<file path="src/rtl/trap_pkg.sv">
// Shared types and constants for the trap controller: FSM states, CSR addresses,
// the CSR bundle carried between the controller and its write-value mux.
package trap_pkg;

    typedef enum logic [2:0] {
        IDLE,
        SAVE,
        VECTOR,
        HANDLER,
        RETURN
    } trap_state_t;

    localparam logic [11:0] CSR_MTEVC  = 12'h305;
    localparam logic [11:0] CSR_MCAUSE = 12'h342;
    localparam logic [11:0] CSR_MEPC   = 12'h341;
    localparam logic [11:0] CSR_MTVAL  = 12'h343;
    localparam logic [11:0] CSR_MIPD   = 12'h100;

    localparam logic [31:0] MIPD_BUSY = 32'd0;
    localparam logic [31:0] MIPD_DONE = 32'd1;

    typedef struct packed {
        logic [31:0] mtevc;
        logic [31:0] mcause;
        logic [31:0] mepc;
        logic [31:0] mtval;
        logic [31:0] mipd;
    } csr_set_t;

endpackage

</file>
<file path="src/rtl/trap_csr_mux.sv">
// Merges an optional single-field update into a full CSR bundle.
// Combinational, zero latency; no flow control of its own.
module trap_csr_mux
    import trap_pkg::*;
(
    input  csr_set_t    i_base,
    input  logic        i_upd,
    input  logic [11:0] i_addr,
    input  logic [31:0] i_data,
    output csr_set_t    o_csr,
    output logic        o_hit
);

    always_comb begin
        o_csr = i_base;
        o_hit = 1'b1;
        case (i_addr)
            CSR_MTEVC:  if (i_upd) o_csr.mtevc  = i_data;
            CSR_MCAUSE: if (i_upd) o_csr.mcause = i_data;
            CSR_MEPC:   if (i_upd) o_csr.mepc   = i_data;
            CSR_MTVAL:  if (i_upd) o_csr.mtval  = i_data;
            CSR_MIPD:   if (i_upd) o_csr.mipd   = i_data;
            default:    o_hit = 1'b0;
        endcase
    end

endmodule

</file>
<file path="src/rtl/trap_ctrl.sv">
// Trap entry/return sequencer: captures a trap, writes the CSRs, redirects the PC,
// then waits for mret; software CSR writes are accepted in IDLE and HANDLER only.
module trap_ctrl
    import trap_pkg::*;
#(
    parameter bit VECTORED = 1'b0
) (
    input  logic        clk,
    input  logic        rst,
    input  logic        trap_valid,
    output logic        trap_ready,
    input  logic [31:0] trap_pc,
    input  logic [31:0] trap_cause,
    input  logic [31:0] trap_tval,
    input  logic        mret_valid,
    input  logic        sw_we,
    input  logic [11:0] sw_addr,
    input  logic [31:0] sw_data,
    output logic        sw_ready,
    output logic        sw_err,
    output logic        mret_err,
    input  logic [31:0] mtevc_q,
    input  logic [31:0] mcause_q,
    input  logic [31:0] mepc_q,
    input  logic [31:0] mtval_q,
    input  logic [31:0] mipd_q,
    output logic        csr_we,
    output logic [31:0] mtevc_d,
    output logic [31:0] mcause_d,
    output logic [31:0] mepc_d,
    output logic [31:0] mtval_d,
    output logic [31:0] mipd_d,
    output logic        redirect_valid,
    output logic [31:0] redirect_pc,
    output logic        flush
);

    trap_state_t r_state, w_next;
    logic [31:0] r_pc, r_cause, r_tval;

    logic        w_live, w_trap_acc, w_sw_acc;
    logic        w_trap_rdy, w_sw_rdy, w_mret_bad, w_we_fsm, w_redir;
    logic        w_upd, w_hit, w_unused;
    logic [11:0] w_addr;
    logic [31:0] w_data, w_rpc, w_tbase, w_vec_pc;
    csr_set_t    w_q, w_base, w_mux;

    assign w_q.mtevc  = mtevc_q;
    assign w_q.mcause = mcause_q;
    assign w_q.mepc   = mepc_q;
    assign w_q.mtval  = mtval_q;
    assign w_q.mipd   = mipd_q;

    // Interrupt vectors are spaced one word apart; overflow wraps silently.
    assign w_tbase  = {mtevc_q[31:2], 2'b00};
    assign w_vec_pc = (VECTORED && mcause_q[31]) ? (w_tbase + {mcause_q[29:0], 2'b00}) : w_tbase;
    assign w_unused = mcause_q[30];

    assign w_trap_acc = trap_valid && (r_state == IDLE);

    always_ff @(posedge clk or posedge rst) begin
        if (rst) begin
            r_state <= IDLE;
            r_pc    <= '0;
            r_cause <= '0;
            r_tval  <= '0;
        end else begin
            r_state <= w_next;
            if (w_trap_acc) begin
                r_pc    <= trap_pc;
                r_cause <= trap_cause;
                r_tval  <= trap_tval;
            end
        end
    end

    always_comb begin
        w_next     = r_state;
        w_trap_rdy = 1'b0;
        w_sw_rdy   = 1'b0;
        w_mret_bad = mret_valid;
        w_we_fsm   = 1'b0;
        w_redir    = 1'b0;
        w_rpc      = '0;
        w_base     = w_q;
        w_upd      = 1'b0;
        w_addr     = sw_addr;
        w_data     = sw_data;
        case (r_state)
            IDLE: begin
                w_trap_rdy = 1'b1;
                w_sw_rdy   = ~trap_valid;
                if (trap_valid) w_next = SAVE;
            end
            SAVE: begin
                w_we_fsm      = 1'b1;
                w_base.mcause = r_cause;
                w_base.mepc   = r_pc;
                w_base.mtval  = r_tval;
                w_base.mipd   = MIPD_BUSY;
                w_next        = VECTOR;
            end
            VECTOR: begin
                w_redir = 1'b1;
                w_rpc   = w_vec_pc;
                w_next  = HANDLER;
            end
            HANDLER: begin
                w_mret_bad = 1'b0;
                w_sw_rdy   = ~mret_valid;
                if (mret_valid) w_next = RETURN;
            end
            RETURN: begin
                w_we_fsm = 1'b1;
                w_upd    = 1'b1;
                w_addr   = CSR_MIPD;
                w_data   = MIPD_DONE;
                w_redir  = 1'b1;
                w_rpc    = mepc_q;
                w_next   = IDLE;
            end
            default: w_next = IDLE;
        endcase
        w_sw_acc = sw_we && w_sw_rdy;
        if (w_sw_acc) w_upd = 1'b1;
    end

    trap_csr_mux u_mux (
        .i_base (w_base),
        .i_upd  (w_upd),
        .i_addr (w_addr),
        .i_data (w_data),
        .o_csr  (w_mux),
        .o_hit  (w_hit)
    );

    // Outputs are gated by reset so an in-flight sequence is dropped the instant rst rises.
    assign w_live         = ~rst;
    assign trap_ready     = w_live & w_trap_rdy;
    assign sw_ready       = w_live & w_sw_rdy;
    assign csr_we         = w_live & (w_we_fsm | (w_sw_acc & w_hit));
    assign sw_err         = w_live & w_sw_acc & ~w_hit;
    assign mret_err       = w_live & w_mret_bad;
    assign redirect_valid = w_live & w_redir;
    assign flush          = w_live & w_redir;
    assign redirect_pc    = w_live ? w_rpc : 32'h0;
    assign mtevc_d        = w_live ? w_mux.mtevc  : 32'h0;
    assign mcause_d       = w_live ? w_mux.mcause : 32'h0;
    assign mepc_d         = w_live ? w_mux.mepc   : 32'h0;
    assign mtval_d        = w_live ? w_mux.mtval  : 32'h0;
    assign mipd_d         = w_live ? w_mux.mipd   : 32'h0;

endmodule

</file>
<file path="config.mk">
export PLATFORM = sky130hd
export DESIGN_NAME = trap_ctrl
export DESIGN_NICKNAME = d
export VERILOG_FILES = /design/src/rtl/trap_pkg.sv /design/src/rtl/trap_csr_mux.sv /design/src/rtl/trap_ctrl.sv
export SDC_FILE = /design/constraint.sdc
export NUM_CORES = 1
export LEC_CHECK = 0
export CAP_MARGIN = 20
export CORE_AREA = 2 2 197 199
export CTS_BUF_LIST = sky130_fd_sc_hd__clkbuf_8 sky130_fd_sc_hd__clkbuf_16
export CTS_CLUSTER_SIZE = 25
export DETAILED_ROUTE_END_ITERATION = 7
export DIE_AREA = 0 0 199 201
export GPL_ROUTABILITY_DRIVEN = 0
export GPL_TIMING_DRIVEN = 0
export HOLD_SLACK_MARGIN = 0.02
export PLACE_DENSITY_LB_ADDON = 0.12
export REMOVE_ABC_BUFFERS = 1
export SYNTH_ARGS = -nofsm -noshare
export SYNTH_HDL_FRONTEND = slang
export SYNTH_SLANG_ARGS = --single-unit
</file>
<file path="constraint.sdc">
create_clock -name clk -period 7.2 [get_ports clk]
set_input_delay 1.08 -clock clk [delete_from_list [all_inputs] [get_ports clk]]
set_output_delay 1.08 -clock clk [all_outputs]
set_load 0.005 [all_outputs]
</file>
==> results.json <==
{
  "outcome": "finished clean",
  "min_from": "r_cause[26]",
  "cts_setup_buffers": 0,
  "hp-class": "flip-flop to flip-flop",
  "yosysTopAreaCell": "dfrtp_1",
  "worstSetupStartpoint": "sw_addr[1]",
  "muxShareOfSynthArea": 0.385,
  "grt_pass1_wl_microns": 62000,
  "grt_remaining_overflow": 0,
  "holdPathStages": 1,
  "crit_arrival_ns": 4.55,
  "synth_xor_xnor_area_share": 0,
  "pin_count": 504,
  "root_buffer": "clkbuf_16",
  "setup_tns_ns": 0,
  "endpoint_kind": "output port",
  "clock_latency_ns": 0.37,
  "placed_area_sq_um": 14100,
  "ys.warnings.count": 0,
  "wl_per_cell_microns": 23.8,
  "vias": 8864,
  "synth_edf_count": 0,
  "post_cts_resized": 0,
  "hold_end": "r_cause[26]",
  "synth_top_family_by_area": "multiplexers",
  "die-area_sq_um": 40000,
  "synthAdderAreaFrac": 0,
  "drive_gt1_frac": 0.157,
  "final_antenna_net_count": 0,
  "r2r_end": "r_pc[29]",
  "synth_compound_area_frac": 0.127,
  "htreeDepth": 3,
  "fin_hold_ws_ns": 0.502,
  "nNetsFinal": 1621,
  "die_w_microns": 199,
  "setup_viol": 0,
  "netlist_area_sq_um": 8170,
  "drc": 0,
  "fillers": 3947,
  "slew_headroom": 0.247,
  "critPathKind": "input pin to output port",
  "drt-initial-drc-count": 403,
  "fin_worst_skew_ns": 0.0101,
  "cts_tree": "yes",
  "vdd_ir_drop_max_mv": 0.124,
  "fmax_mhz": 178,
  "initial_utilization": 0.214,
  "antenna_found_initial": 5,
  "cts_max_path_buffers": 2,
  "rows": 72,
  "synth_top_area_frac": 0.303,
  "avgSynthCellArea_sq_um": 9.54,
  "synth.area.top_cells": "dfrtp_1, mux2_2, mux2i_1",
  "ys_ff_latch": 99,
  "r2r_slack_ns": 4.60,
  "netlist_instances": 856,
  "async_flop_share": 1.00,
  "regArea_sq_um": 2480,
  "period_share": 0.782,
  "max_cap_viol_count": 0,
  "coreArea_sq_um": 38100,
  "grt_max_degree": 115,
  "hold_viol_final": 0,
  "required_ns": 6.12,
  "synthFlopType": "dfrtp_1",
  "synth_cell_types": 46,
  "wl_microns": 43900,
  "r2r_cells": 6,
  "final_cell_area_sq_um": 14400,
  "cts.sinks": 99,
  "min_period_ns": 5.63,
  "tightest_slew_ns": 1.13,
  "drt-vias-per-instance": 4.81,
  "yosys.area_share.simple": 0.126,
  "numCtsBuffers": 9,
  "p_per_area_nw_per_um2": 241,
  "multi_input_comb_area_sq_um": 5290,
  "r2r_start": "r_state[1]",
  "hold_buffers": 0,
  "finalMaxSlewViolations": 0,
  "clkTransAtPathRegs_ns": 0.07,
  "fin_util": 0.377,
  "ys_seq_area_frac": 0.303,
  "die_h_microns": 201,
  "p_leak_nw": 6.01,
  "drt_pass1_iterations": 5,
  "grt.total_usage": 0.214,
  "hpwlAfterDp_microns": 33400,
  "critPathMaxFanout": 23,
  "area_delta_synth_final_pct": 76.0,
  "rsz0062_at_grt": "false",
  "io_buffer_count": 503,
  "grt_pass1_vias": 9224,
  "crit_path_start_kind": "input pin"
}
-- through the flow --
| step | power [mW] | instances | setup slack [ns] |
|---|---|---|---|
| floorplan | 1.94 | 765 | 0.0794 |
| global placement | 2.89 | 1786 | -5.49 |
| detailed placement | 2.95 | 1823 | 1.62 |
| CTS | 3.51 | 1839 | 1.60 |
| global route | 3.68 | 1841 | 1.42 |
| finish | 3.46 | 1843 | 1.57 |
-- cells by family after synthesis --
family / after synthesis
buf+inv: 92
compound gates: 165
mux: 290
simple gates: 210
flops: 99
-- sequential cells by signal, summed over array words and instances, names as in the netlist --
name	cells
r_cause	32
r_pc	32
r_tval	32
r_state	3
-- Yosys cell counts (7+ instances only) --
master and count:
a21oi_1 34, a22o_1 30, buf_2 18, buf_4 11, buf_6 9, clkbuf_1 48, dfrtp_1 99, mux2_1 58
mux2_2 134, mux2i_1 98, nand2_1 134, nand4_1 32, nor2_1 7, o211ai_1 32, o21ai_0 43, o21ai_1 20
-- area by class of cell --
type,instances,share of cell area
clock buffer,11,0.0176
tap,518,0.0451
timing repair buffer,540,0.392
clock inverter,5,0.00374
antenna,4,0.000696
multi-input combinational,665,0.368
sequential,99,0.172
inverter,1,0.000783
-- cells in the final DEF (no fill, tap or decap), drive strengths merged, types with 4 or more instances in the layout --
master,synthesis,layout
nor2,7,7
nand4,34,34
dfrtp,99,99
buf,43,38
mux2,192,192
diode,0,4
or2,4,4
nor3,6,6
o21ai,63,63
clkbuf,48,11
nand2,134,134
and3,5,5
a22o,30,30
clkdlybuf4s50,0,502
o211ai,32,32
mux2i,98,98
a21oi,34,34
-- metal layers --
| metal | vias up | wire length [microns] | GRT usage |
|---|---|---|---|
| met5 | - | 0 | 0 |
| met4 | 0 | 1340 | 0.0850 |
| met3 | 66 | 3420 | 0.0556 |
| met2 | 409 | 21600 | 0.369 |
| met1 | 4312 | 17500 | 0.250 |
| li1 | 4077 | - | - |
-- report_power, final --
group / internal [mW] / switching (mW) / total, mW
combinational: 1.14 / 0.781 / 1.92
sequential: 0.840 / 0.161 / 1.00
clock: 0.288 / 0.248 / 0.536
total: 2.27 / 1.19 / 3.46
-- worst max-delay path by stage --
stage	endpoint	slack, ns	cells after the start
6_report	mipd_d[21]	1.57	8
5_1_grt	mipd_d[0]	1.42	8
3_3_place_gp	redirect_pc[29]	-5.49	4
4_1_cts	mipd_d[0]	1.60	8
2_1_floorplan	r_cause[0]	0.08	2
3_5_place_dp	mipd_d[0]	1.62	8
-- critical path, stage by stage --
cell and delay [ns]:
clkdlybuf4s50_1 0.60, nor2_1 0.46, nand3_2 0.53, buf_16 0.37, or2_2 0.46, buf_12 0.24, o21ai_1 0.22, clkdlybuf4s50_1 0.54
Power figures use the tool's default switching activity.
